## config.mk

```make
export PLATFORM = sky130hd
export DESIGN_NAME = ysyx_24100012_fetch_unit
export DESIGN_NICKNAME = d
export VERILOG_FILES = /design/src/rtl/ysyx_24100012_pkg.sv /design/src/rtl/ysyx_24100012_perf_cnt.sv /design/src/rtl/ysyx_24100012_fetch_unit.sv
export SDC_FILE = /design/constraint.sdc
export NUM_CORES = 1
export LEC_CHECK = 0
export ABC_CLOCK_PERIOD_IN_PS = 4200
export CORE_MARGIN = 3
export CORE_UTILIZATION = 44
export CTS_BUF_LIST = sky130_fd_sc_hd__clkbuf_4
export CTS_CLUSTER_SIZE = 20
export DETAILED_ROUTE_END_ITERATION = 6
export GPL_ROUTABILITY_DRIVEN = 0
export PLACE_DENSITY = 0.88
export SLEW_MARGIN = 25
export SYNTH_ARGS = -nofsm -noshare
export SYNTH_HDL_FRONTEND = slang
export SYNTH_SLANG_ARGS = --single-unit
```

## constraint.sdc

```tcl
create_clock -name clk -period 4.2 [get_ports clk]
set_input_delay 0.42 -clock clk [delete_from_list [all_inputs] [get_ports clk]]
set_output_delay 0.42 -clock clk [all_outputs]
set_load 0.02 [all_outputs]
```

## src/rtl/ysyx_24100012_pkg.sv

```systemverilog
// Shared types and constants for the npc fetch path.
package ysyx_24100012_pkg;

  typedef enum logic [1:0] {
    REQ     = 2'd0,
    RESP    = 2'd1,
    OUT     = 2'd2,
    WAIT_WB = 2'd3
  } fetch_state_t;

  localparam logic [1:0]  RESP_OKAY           = 2'b00;
  localparam logic [31:0] INST_EBREAK         = 32'h00100073;
  localparam logic [31:0] DEFAULT_ORIGIN_ADDR = 32'h80000000;

  // A fetch address is legal only on a 4-byte boundary.
  function automatic logic pc_misaligned(input logic [1:0] pc_lsb);
    return pc_lsb != 2'b00;
  endfunction

endpackage

```

## src/rtl/ysyx_24100012_perf_cnt.sv

```systemverilog
// Free-running enable counter with async active-low reset; wraps modulo 2^WIDTH.
module ysyx_24100012_perf_cnt #(
  parameter int unsigned WIDTH = 32
) (
  input  logic             clk,
  input  logic             rst_n,
  input  logic             i_en,
  output logic [WIDTH-1:0] o_cnt
);

  logic [WIDTH-1:0] r_cnt;

  // Count one per enabled cycle.
  always_ff @(posedge clk or negedge rst_n) begin
    if (!rst_n) begin
      r_cnt <= '0;
    end else if (i_en) begin
      r_cnt <= r_cnt + WIDTH'(1);
    end
  end

  assign o_cnt = r_cnt;

endmodule

```

## src/rtl/ysyx_24100012_fetch_unit.sv

```systemverilog
// Multi-cycle instruction fetch unit: one AXI4-Lite read per instruction,
// valid/ready hand-off to decode, then waits for write-back to commit the
// next PC. Optional performance counters under YSYX_24100012_FETCH_PERF_EN.
module ysyx_24100012_fetch_unit
  import ysyx_24100012_pkg::*;
#(
  parameter int unsigned            ADDR_WIDTH  = 32,
  parameter int unsigned            DATA_WIDTH  = 32,
  parameter logic [ADDR_WIDTH-1:0]  ORIGIN_ADDR = ADDR_WIDTH'(DEFAULT_ORIGIN_ADDR)
) (
  input  logic                  clk,
  input  logic                  rst,
  output logic [ADDR_WIDTH-1:0] araddr,
  output logic                  arvalid,
  input  logic                  arready,
  input  logic [DATA_WIDTH-1:0] rdata,
  input  logic [1:0]            rresp,
  input  logic                  rvalid,
  output logic                  rready,
  output logic [DATA_WIDTH-1:0] inst,
  output logic [ADDR_WIDTH-1:0] pc,
  output logic                  inst_valid,
  input  logic                  inst_ready,
  input  logic                  wb_valid,
  input  logic [ADDR_WIDTH-1:0] wb_pc_next,
`ifdef YSYX_24100012_FETCH_PERF_EN
  output logic [31:0]           perf_fetch_cnt,
  output logic [31:0]           perf_wait_cnt,
  output logic                  perf_proto_err,
`endif
  output logic                  fetch_fault
);

  fetch_state_t          r_state;
  fetch_state_t          w_state_next;
  logic [ADDR_WIDTH-1:0] r_pc;
  logic [ADDR_WIDTH-1:0] w_pc_next;
  logic [DATA_WIDTH-1:0] r_inst;
  logic                  r_inst_valid;
  logic                  r_arvalid;
  logic                  r_rready;
  logic                  r_fault;

  logic w_misaligned;
  logic w_ar_hs;
  logic w_r_hs;
  logic w_rerr;

  assign w_misaligned = pc_misaligned(r_pc[1:0]);
  assign w_ar_hs      = (r_state == REQ) && r_arvalid && arready;
  assign w_r_hs       = (r_state == RESP) && r_rready && rvalid;
  assign w_rerr       = (rresp != RESP_OKAY);

  // Next-state and next-PC decode; rvalid only matters once the address is accepted.
  always_comb begin
    w_state_next = r_state;
    w_pc_next    = r_pc;
    case (r_state)
      REQ: begin
        if (w_misaligned) begin
          w_state_next = OUT;
        end else if (w_ar_hs) begin
          w_state_next = RESP;
        end
      end
      RESP: begin
        if (w_r_hs) begin
          w_state_next = OUT;
        end
      end
      OUT: begin
        if (inst_ready) begin
          w_state_next = WAIT_WB;
        end
      end
      WAIT_WB: begin
        if (wb_valid) begin
          w_state_next = REQ;
          w_pc_next    = wb_pc_next;
        end
      end
      default: begin
        w_state_next = REQ;
      end
    endcase
  end

  // State register.
  always_ff @(posedge clk or negedge rst) begin
    if (!rst) begin
      r_state <= REQ;
    end else begin
      r_state <= w_state_next;
    end
  end

  // Handshake strobes registered from the next state; no request for a misaligned PC.
  always_ff @(posedge clk or negedge rst) begin
    if (!rst) begin
      r_pc         <= ORIGIN_ADDR;
      r_arvalid    <= 1'b0;
      r_rready     <= 1'b0;
      r_inst_valid <= 1'b0;
    end else begin
      r_pc         <= w_pc_next;
      r_arvalid    <= (w_state_next == REQ) && !pc_misaligned(w_pc_next[1:0]);
      r_rready     <= (w_state_next == RESP);
      r_inst_valid <= (w_state_next == OUT);
    end
  end

  // Instruction capture; faults substitute ebreak so the core halts cleanly.
  always_ff @(posedge clk or negedge rst) begin
    if (!rst) begin
      r_inst  <= '0;
      r_fault <= 1'b0;
    end else if ((r_state == REQ) && w_misaligned) begin
      r_inst  <= DATA_WIDTH'(INST_EBREAK);
      r_fault <= 1'b1;
    end else if (w_r_hs) begin
      if (w_rerr) begin
        r_inst  <= DATA_WIDTH'(INST_EBREAK);
        r_fault <= 1'b1;
      end else begin
        r_inst  <= rdata;
      end
    end
  end

  assign araddr      = r_pc;
  assign arvalid     = r_arvalid;
  assign rready      = r_rready;
  assign inst        = r_inst;
  assign pc          = r_pc;
  assign inst_valid  = r_inst_valid;
  assign fetch_fault = r_fault;

`ifdef YSYX_24100012_FETCH_PERF_EN
  logic w_wait;
  logic r_proto_err;

  assign w_wait = ((r_state == REQ) && r_arvalid && !arready) ||
                  ((r_state == RESP) && !rvalid);

  ysyx_24100012_perf_cnt #(.WIDTH(32)) u_fetch_cnt (
    .clk   (clk),
    .rst_n (rst),
    .i_en  (w_r_hs),
    .o_cnt (perf_fetch_cnt)
  );

  ysyx_24100012_perf_cnt #(.WIDTH(32)) u_wait_cnt (
    .clk   (clk),
    .rst_n (rst),
    .i_en  (w_wait),
    .o_cnt (perf_wait_cnt)
  );

  // Sticky flag for a commit strobe arriving while nothing is awaiting it.
  always_ff @(posedge clk or negedge rst) begin
    if (!rst) begin
      r_proto_err <= 1'b0;
    end else if (wb_valid && (r_state != WAIT_WB)) begin
      r_proto_err <= 1'b1;
    end
  end

  assign perf_proto_err = r_proto_err;
`endif

endmodule

```

==> impl_metrics.json <==
{
  "status": "finished, final reports clean",
  "drt_iter0_markers": 129,
  "fin_crit_sh_pct": 59.8,
  "clock_skew_ns": 0.0151,
  "syn_inst": 271,
  "ys.flop_type": "dfrtp_1",
  "drt-total-wl_um": 8260,
  "cp_cell_sequence": "nor2_1, a21o_1, a31o_2",
  "path_depth": 3,
  "ys_async_sr_fraction_pct": 100,
  "ys_seq_elements": 70,
  "wl_per_cell_um": 16.4,
  "firstDrtPassIters": 4,
  "p_per_area_nw_per_um2": 801,
  "die_y_um": 92.2,
  "initial_core_util_pct": 46.8,
  "finalNetCount": 474,
  "relSlewSlack_pct": 31.5,
  "rsz0062_at_grt": "no",
  "hpwl_um": 6080,
  "drv_slew": 0,
  "tritoncts": "yes",
  "hold_path_class": "input pin to asynchronous set/reset pin",
  "use_met1_pct": 23.8,
  "cp_max_fo": 34,
  "crit_family": "compound AO/OA/AOI/OAI gates",
  "min_period_ns": 2.51,
  "use_met3_pct": 5.66,
  "p_clk_share_pct": 12.1,
  "syn_area_per_cell_um2": 12.1,
  "cts_root_buf": "clkbuf_4",
  "cts_repair_resize_count": 0,
  "pwr-share-comb_pct": 56.3,
  "cts_buffers": 9,
  "seq_area_frac_synth_pct": 53.6,
  "num-fill-cells": 537,
  "die-area_um2": 8500,
  "cts.hold.buffers_added": 0,
  "ant_nets": 0,
  "vias_per_cell": 5.11,
  "synth_fp_nets": 343,
  "synth.most_common_cell": "dfrtp_1",
  "grt_usage_pct": 19.6,
  "die_w_um": 92.2,
  "multi_input_area_um2": 1050,
  "hold_viol": 0,
  "drc": 0,
  "layout-drive-gt1-share_pct": 15.5,
  "insertion_delay_ns": 0.40,
  "p_sw_mw": 1.62,
  "holdWs_ns": 0.107,
  "seqCellArea_um2": 1750,
  "synthDistinctLibCells": 30,
  "postCtsSetupRepairBufs": 0,
  "met2_usage_pct": 33.4,
  "synth_top_area_share_pct": 52.8,
  "n_antenna_cell": 0,
  "overflow": 0,
  "syn_to_final_growth_pct": 50.2,
  "cp-end-kind": "flip-flop",
  "leakagePower_nw": 2.07,
  "io_pins": 172,
  "internal_power_mw": 2.32,
  "tns_ns": 0,
  "cp.required_ns": 4.54,
  "gr-max-usage-layer": "met2",
  "p_seq_share_pct": 31.6,
  "cap_violations": 0,
  "worstPathArrival_ns": 2.85,
  "reg2reg_slack_ns": 1.69,
  "io_buffers": 171,
  "synth_top_area_cell": "dfrtp_1",
  "synth-edff-count": 0,
  "tightest_slew_ns": 1.03,
  "path_clk_slew_ns": 0.12,
  "cts_max_level": 3,
  "critical_path_class": "flip-flop to flip-flop",
  "p_sw_share_pct": 41.1,
  "critPathLaunchType": "flip-flop",
  "core_um2": 6980,
  "antenna_found_initial": 0,
  "synthTopCellsByArea": "dfrtp_1, o31ai_1, mux2_2",
  "num_rows": 30,
  "vias": 2572,
  "clkSinkCount": 70,
  "fmax_mhz": 398,
  "grt_pass1_wl_um": 13200,
  "clockBufferDepth": 2,
  "cp_slowest_cell": "a21o_1",
  "synthTopCellsByCount": "dfrtp_1, o31ai_1, mux2_2, buf_4, inv_1",
  "reg2reg_depth": 3,
  "cpPeakStageDelay_ns": 0.80,
  "critical_path_buf_inv_count": 0,
  "grt_pass1_vias": 2586,
  "yosys_warnings": 0,
  "vdd_drop_max_v": 0.000458,
  "synth_area_um2": 3270,
  "setup_violations": 0,
  "grt_start_max_net_pins": 71
}
[cells by family after synthesis]
family	Yosys count	share of synthesized area [%]
AOI/OAI and AO/OA	67	15.7
muxes	38	13.5
buffers and inverters	81	14.7
DFF	70	53.6
and+or+nand+nor	15	2.52
[area by class of cell]
cell class / count / share of cell area [%]
Clock inverter: 7 / 1.81
Clock buffer: 9 / 1.38
Timing Repair Buffer: 174 / 35.3
Sequential cell: 70 / 35.7
Inverter: 27 / 2.06
Tap cell: 96 / 2.45
Multi-Input combinational cell: 120 / 21.4
[registers in the layout (all words and copies together), names as in the netlist]
name         flops
r_state          2
inst            32
rready           1
inst_valid       1
fetch_fault      1
arvalid          1
araddr          32
[placed cells by master, fill, tap and decap left out, types with 2 or more instances in the layout]
master and instances:
clkdlybuf4s50_1 170, dfrtp_1 69, o31ai_1 52, mux2_2 34
inv_1 27, clkbuf_4 9, a211o_1 6, nor2_1 4
mux2_4 4, buf_4 4, and2_1 2, a221oi_1 2
clkinvlp_4 2, clkinv_2 2, bufinv_16 2
[power by group through the flow]
stage	combinational, mW	clock, mW	sequential (mW)
after floorplan	1.08	0	1.53
after global placement	2.19	0	1.24
after detailed placement	2.24	0	1.26
after CTS	2.24	0.489	1.25
after global routing	2.34	0.516	1.29
final	2.21	0.476	1.24
[worst register-to-register path, cell delays in order, from the launching register on]
cell and delay (ns):
dfrtp_1 0.78, nor2_1 0.61, a21o_1 0.80, a31o_2 0.26
[per-layer routing]
layer / part of all wire [%] / up-vias
met1: 40 / 1252
met3: 7.8 / 6
met5: 0 / -
li1: - / 1193
met4: 0.80 / 0
met2: 51 / 121
[metrics by stage]
stage                     util, %  power, mW  std cells  area (um2)  setup WS (ns)
after floorplan                 -       2.61        271        3270           2.58
after global placement       68.1       3.42        487        4750           1.43
after detailed placement     68.1       3.49        487        4760           1.73
after CTS                    70.4       3.97        503        4910           1.73
after global routing         70.4       4.14        503        4910           1.52
final                        70.4       3.93        503        4910           1.69
[worst paths after layout]
path                                  start          end
worst max-delay path             r_state[1]  fetch_fault
worst min-delay path                    rst    araddr[4]
worst max register to register   r_state[1]  fetch_fault
worst min register to register  fetch_fault  fetch_fault
max in group asynchronous               rst   araddr[19]
min in group clk                fetch_fault  fetch_fault
Note: power is estimated with default switching activity, not from simulation.
